**src/rtl/pattern_detector_pkg.sv**
```systemverilog
// Shared defaults and state encoding for the serial pattern detector.
package pattern_detector_pkg;

  localparam int         PAT_W_DEF           = 4;
  localparam logic [3:0] DEFAULT_PAT_DEF     = 4'b1001;
  localparam int         CNT_W_DEF           = 8;
  localparam bit         OVERLAP_DEFAULT_DEF = 1'b1;

  typedef enum logic [1:0] {
    FILLING = 2'd0,
    ARMED   = 2'd1,
    MATCH   = 2'd2
  } state_t;

endpackage

```
**src/rtl/pattern_detector_moore_seq_history.sv**
```systemverilog
// Serial history shift register, fill counter and pattern compare.
// hit is the combinational match condition for the bit being accepted this cycle.
module seq_history
  import pattern_detector_pkg::*;
#(
  parameter int PAT_W = PAT_W_DEF
) (
  input  logic             clk,
  input  logic             reset,
  input  logic             clear,
  input  logic             in,
  input  logic             in_valid,
  input  logic             overlap,
  input  logic [PAT_W-1:0] pattern,
  output logic             hit,
  output logic             full_next
);

  localparam int FW = $clog2(PAT_W + 1);

  logic [PAT_W-1:0] history;
  logic [PAT_W-1:0] history_next;
  logic [FW-1:0]    fill;
  logic [FW-1:0]    fill_next;
  logic             accept;

  always_comb begin
    accept       = in_valid && !clear;
    history_next = {history[PAT_W-2:0], in};
    fill_next    = (fill == FW'(PAT_W)) ? fill : fill + FW'(1);
    full_next    = (fill_next == FW'(PAT_W));
    // Fill gate keeps an all-zero pattern from matching the cleared history.
    hit          = accept && full_next && (history_next == pattern);
  end

  always_ff @(posedge clk) begin
    if (reset || clear) begin
      history <= '0;
      fill    <= '0;
    end else if (accept) begin
      history <= history_next;
      fill    <= (hit && !overlap) ? '0 : fill_next;
    end
  end

endmodule

```
**src/rtl/pattern_detector_moore.sv**
```systemverilog
// Moore serial pattern detector: registered one-cycle match flag and a
// saturating match counter, with runtime-loadable pattern and overlap mode.
module pattern_detector_moore
  import pattern_detector_pkg::*;
#(
  parameter int               PAT_W           = PAT_W_DEF,
  parameter logic [PAT_W-1:0] DEFAULT_PAT     = DEFAULT_PAT_DEF,
  parameter bit               OVERLAP_DEFAULT = OVERLAP_DEFAULT_DEF,
  parameter int               CNT_W           = CNT_W_DEF
) (
  input  logic             clk,
  input  logic             reset,
  input  logic             in,
  input  logic             in_valid,
  input  logic             cfg_load,
  input  logic [PAT_W-1:0] cfg_pattern,
  input  logic             cfg_overlap,
  input  logic             cnt_clr,
  output logic             out,
  output logic [CNT_W-1:0] match_count
);

  logic [PAT_W-1:0] pattern;
  logic             overlap;
  logic             hit;
  logic             full_next;
  state_t           state;

  seq_history #(.PAT_W(PAT_W)) u_hist (
    .clk       (clk),
    .reset     (reset),
    .clear     (cfg_load),
    .in        (in),
    .in_valid  (in_valid),
    .overlap   (overlap),
    .pattern   (pattern),
    .hit       (hit),
    .full_next (full_next)
  );

  always_ff @(posedge clk) begin
    if (reset) begin
      pattern <= DEFAULT_PAT;
      overlap <= OVERLAP_DEFAULT;
      state   <= FILLING;
      out     <= 1'b0;
    end else if (cfg_load) begin
      pattern <= cfg_pattern;
      overlap <= cfg_overlap;
      state   <= FILLING;
      out     <= 1'b0;
    end else if (in_valid) begin
      if (hit) begin
        state <= MATCH;
        out   <= 1'b1;
      end else begin
        state <= full_next ? ARMED : FILLING;
        out   <= 1'b0;
      end
    end else begin
      out <= 1'b0;
      // Non-overlap match already cleared the fill, so idle falls back to FILLING.
      if (state == MATCH) state <= overlap ? ARMED : FILLING;
    end
  end

  always_ff @(posedge clk) begin
    if (reset || cnt_clr) begin
      match_count <= '0;
    end else if (hit && (match_count != {CNT_W{1'b1}})) begin
      match_count <= match_count + CNT_W'(1);
    end
  end

endmodule

```
**config.mk**
```make
export PLATFORM = sky130hd
export DESIGN_NAME = pattern_detector_moore
export DESIGN_NICKNAME = d
export VERILOG_FILES = /design/src/rtl/pattern_detector_pkg.sv /design/src/rtl/pattern_detector_moore_seq_history.sv /design/src/rtl/pattern_detector_moore.sv
export SDC_FILE = /design/constraint.sdc
export NUM_CORES = 1
export LEC_CHECK = 0
export ABC_AREA = 1
export CAP_MARGIN = 20
export CELL_PAD_IN_SITES_DETAIL_PLACEMENT = 0
export CELL_PAD_IN_SITES_GLOBAL_PLACEMENT = 1
export CORE_ASPECT_RATIO = 0.6
export CORE_MARGIN = 1
export CORE_UTILIZATION = 39
export DETAILED_ROUTE_END_ITERATION = 6
export DONT_BUFFER_PORTS = 1
export GPL_ROUTABILITY_DRIVEN = 0
export GPL_TIMING_DRIVEN = 1
export PLACE_DENSITY = 0.76
export SLEW_MARGIN = 20
export SYNTH_ARGS = -nofsm -noshare
export SYNTH_HDL_FRONTEND = slang
export SYNTH_SLANG_ARGS = --single-unit
```
**constraint.sdc**
```tcl
create_clock -name clk -period 3.44 [get_ports clk]
set_input_delay 0 -clock clk [delete_from_list [all_inputs] [get_ports clk]]
set_output_delay 0 -clock clk [all_outputs]
set_load 0.005 [all_outputs]
```
; ---- After elaboration in Yosys (flattened, before gate mapping)
; Index checks and enable logic that the tools add are counted.
[totals]
register_bits = 20
[classes]
n_addsub = 2
eq_ne = 4
n_mux = 3
bitwise_logic = 1
reduce_logical = 10
[ops]
columns = op, n
row1 = $add A8 B1 Y8 const B, 1
row2 = $ne A8 B8 Y1 const B, 1
row3 = $eq A3 B3 Y1 const B, 2
row4 = $mux W3, 2
row5 = $logic_and A1 B1 Y1, 5
row6 = $eq A4 B4 Y1, 1
row7 = $add A3 B1 Y3 const B, 1
row8 = $reduce_or A3 Y1, 1
row9 = $logic_not A1 Y1, 2
row10 = $logic_or A1 B1 Y1, 2
row11 = $mux W1, 1
row12 = $not A1 Y1, 1

; ---- Longest topological paths before layout
[logic_depth]
word_depth = 7
mapped_depth = 12

; ---- Modules after synthesis
; A second synthesis with hierarchy kept.
[hier_totals]
cells_unflattened = 155
hier_area_um2 = 1117.3
[modules_own_cells]
columns = mod, instances, cells_each, area_each_um2, seq_area_each_um2
row1 = pattern_detector_moore, 1, 96, 688.2, 280.3
row2 = seq_history, 1, 59, 429.2, 120.1

; ---- Least setup slack after synthesis
; Ideal clock, no wire load.
[synth_timing]
kind = register -> register
start = reg u_hist.fill[0]
end = reg match_count[6]
arrival_ns = 1.316
slack_ns = 2.013
path_stages_with_launch = 10
cell_sequence = dfxtp_1 > inv_1 > ha_1 > nor2_4 > nand3_2 > nor2_4 > buf_6 > nand4_1 > nand2_1 > nor2_2
[synth_via]
elab_chain_cells = 6
elab_cells_between_ends = 7
[synth_lines]
columns = item, line_no
row1 = start: declaration, pattern_detector_moore_seq_history.sv:23  ; logic [FW-1:0] fill;
row2 = start signal: assignment, pattern_detector_moore_seq_history.sv:42  ; fill <= (hit && !overlap) ? '0 : fill_next;
row3 = $add A3 B1 Y3 / $eq A3 B3 Y1 (equally long branches), pattern_detector_moore_seq_history.sv:30  ; fill_next = (fill == FW'(PAT_W)) ? fill : fill + FW'(1);
row4 = $mux W3 (*), pattern_detector_moore_seq_history.sv:30
row5 = $eq A3 B3 Y1 (*), pattern_detector_moore_seq_history.sv:31  ; full_next = (fill_next == FW'(PAT_W));
row6 = $logic_and A1 B1 Y1 (*) (2 in a row), pattern_detector_moore_seq_history.sv:33  ; hit = accept && full_next && (history_next == pattern);
row7 = $logic_and A1 B1 Y1 (*), pattern_detector_moore.sv:70  ; end else if (hit && (match_count != {CNT_W{1'b1}})) begin
row8 = end signal: assignment, pattern_detector_moore.sv:71  ; match_count <= match_count + CNT_W'(1);
row9 = end: declaration, pattern_detector_moore.sv:20  ; output logic [CNT_W-1:0] match_count
; Mark *: on every way between the ends. The rest lies on a longest branch, timed or not.
; A chain may end at the register's enable or synchronous reset.

==> results by group <==
Logic synthesis
  • Synthesized net count: between 150 and 200
  • Synth Instances: approximately 150
  • #FFs+latches synth: 20
  • Yosys Warn Count: 0
  • Average size of a mapped cell: 7.00 µm²
  • Sequential cell area fraction in the yosys report: 0.376
  • Mapped cell area: 1060 µm²
  • Netlist cell types: 24

Timing
  • RSZ-0062 raised after global routing: false
  • Layout Skew: about 0.0041 ns
  • Final setup vio count: 0
  • Min Tclk post-route: just under 2 ns
  • Setup TNS: 0 ns
  • Final Cycle Share: 0.577
  • Max Clock Freq: 504 MHz
  • Worst Max-Slew Pin Slew: roughly 0.65 ns
  • Final Hold Vio Count: 0
  • Hold WS: approximately 0.16 ns
  • Slew headroom: 0.562
  • Slew Limit Fails: 0

Finish
  • Share of cells above drive strength 1: 0.0838
  • Antenna Cells: 0
  • Final #Nets: 182
  • Area Overhead vs Synth: 20.7%
  • Post-route cell area: 1280 µm²
  • Util after Layout: 0.505

Run status
  • Outcome: finished clean

GRT
  • Number of global-route vias before repair: 916
  • GR Overflow Total: 0
  • Largest net degree at the start of global routing: 12
  • First-pass GRT wire length: 4.25 mm
  • Antenna violations before repair: 0
  • All-Layer GR Usage: 0.189

Placed design
  • Post-place instance area: roughly 1100 µm²
  • Number of port buffers: 0
  • DP HPWL: roughly 1.7 mm

Drt
  • Drt initial violations: 59
  • Final routed DRC violation total: 0
  • Met2 WL: 983 µm
  • Detailed Routing Iterations Pass 1: 5
  • Highest metal used: met4
  • Met3 wire length: ~160 µm
  • Avg WL per Cell: between 10 and 15 µm
  • Via count: just under 1000
  • Total length of routed wires: ~2.4 mm
  • Number of routed nets with antenna violations: 0
  • DRT met1 WL: between 1 and 1.5 mm
  • Via density per instance: approximately 5

Setup path
  • Crit path arrival time: 2.14 ns
  • RR Startpoint: u_hist.fill[0]
  • Worst setup EP type: flip-flop
  • Critical Path Source: cfg_load
  • CP Class: in -> reg
  • CP Data Required Time: roughly 3.6 ns
  • Crit Path Max Fanout: 8
  • Startpoint class of the critical path: primary input

Min path
  • Hold Path Class: in -> reg
  • Hold_sp: in

Power
  • Leak Pwr: 0.534 nW
  • P per Cell Area: 373 nW/µm²
  • VDD IR max: roughly 210 µV

Clock network
  • H-Tree Depth: 1
  • Post-CTS Resized: 0
  • CTS buffer count: 3
  • Root Driver: clkbuf_8
  • Clock buffer depth: 2
  • Post-CTS Setup Bufs: 0
  • Worst-Skew Late Latency: approximately 0.26 ns
  • Hold-fix buffers at CTS: 14
  • TritonCTS clock tree: built
  • Clk slew on worst S/H paths: around 0.07 ns
  • TritonCTS sink count: 20

Floorplan
  • Die Width: 69.4 µm
  • Overall die area: between 2000 and 3000 µm²
  • Die height: ~42 µm
  • # IOs: 20
  • Core area: approximately 2500 µm²
  • Initial Utilization: 0.419
  • Cell Rows: 14

Job
  • Max-Cap Viols: 0
## placed cells by master, fill, tap and decap left out, drive strengths merged, types with 2 or more instances in the layout
cell	instances
nand4	8
nor2	18
nand2	39
o21ai	9
ha	3
inv	23
nand3	8
dfxtp	20
a211oi	2
a21oi	13
xnor2	2
clkbuf	4
dlygate4sd3	14
## area by class of cell
| type | instances | area, µm² |
|---|---|---|
| sequential | 20 | 400 |
| inverter | 23 | 86.3 |
| clock buffer | 4 | 55.1 |
| multi-input combinational | 106 | 562 |
| tap | 32 | 40.0 |
| timing repair buffer | 14 | 140 |
| fill | 257 | 1260 |
## critical path, cell delays in order
cell	delay [ns]
dlygate4sd3_1	0.72
inv_2	0.14
nor2_1	0.12
dlygate4sd3_1	0.56
a211oi_1	0.04
dlygate4sd3_1	0.56
## Yosys cell counts (all sizes together)
master | number | area [µm²]
o211ai | 1 | 7.51
inv | 23 | 86.3
nand2 | 39 | 154
buf | 2 | 16.3
clkbuf | 1 | 3.75
xor2 | 1 | 8.76
nand3b | 1 | 7.51
ha | 3 | 37.5
nor2 | 18 | 87.6
dfxtp | 20 | 400
nand3 | 8 | 50.1
a21oi | 13 | 65.1
o21ai | 9 | 45.0
nand4 | 8 | 56.3
xnor2 | 2 | 17.5
nor3 | 1 | 5.00
a211oi | 2 | 15.0
## state kept, by name (all words and copies together), names as in the netlist
register,cells
out,1
overlap,1
u_hist.fill,3
match_count,8
pattern,4
u_hist.history,3
## report_power, final
group	total [mW]	switching [mW]	leakage (nW)	internal (mW)
Combinational	0.0537	0.0309	0.342	0.0228
Clock	0.182	0.0797	0.0288	0.102
Sequential	0.243	0.00432	0.163	0.239
## cells by family (layout without fill, tap and decap cells)
group / Yosys count / after routing / share of synthesized area
xor gates and xnor gates: 3 / 3 / 0.0247
and+or+nand+nor: 75 / 75 / 0.339
AOI/OAI and AO/OA: 25 / 25 / 0.125
buffers and inverters: 26 / 41 / 0.100
adders and majority gates: 3 / 3 / 0.0353
DFF: 20 / 20 / 0.376
## per-layer routing
metal  up-vias  global-route usage
met2        28               0.262
met4         0              0.0490
met3         2              0.0697
met1       440               0.273
met5         -                   0
li1        523                   -
## path summary, 6_finish.rpt
path | end | slack, ns | cells past startpoint
setup / recovery | pattern[1] | 1.45 | 6
hold / removal | out | 0.16 | 4
setup reg to reg | match_count[0] | 1.70 | 8
hold reg to reg | u_hist.history[1] | 0.49 | 2
## per-stage QoR
| step | power, mW | cells | setup WS, ns |
|---|---|---|---|
| floorplan | 0.278 | 152 | 2.01 |
| global placement | 0.283 | 181 | 1.52 |
| detailed placement | 0.283 | 181 | 1.44 |
| CTS | 0.480 | 199 | 1.43 |
| global route | 0.505 | 199 | 1.35 |
| finish | 0.478 | 199 | 1.45 |
(Power assumes the default switching activity.)
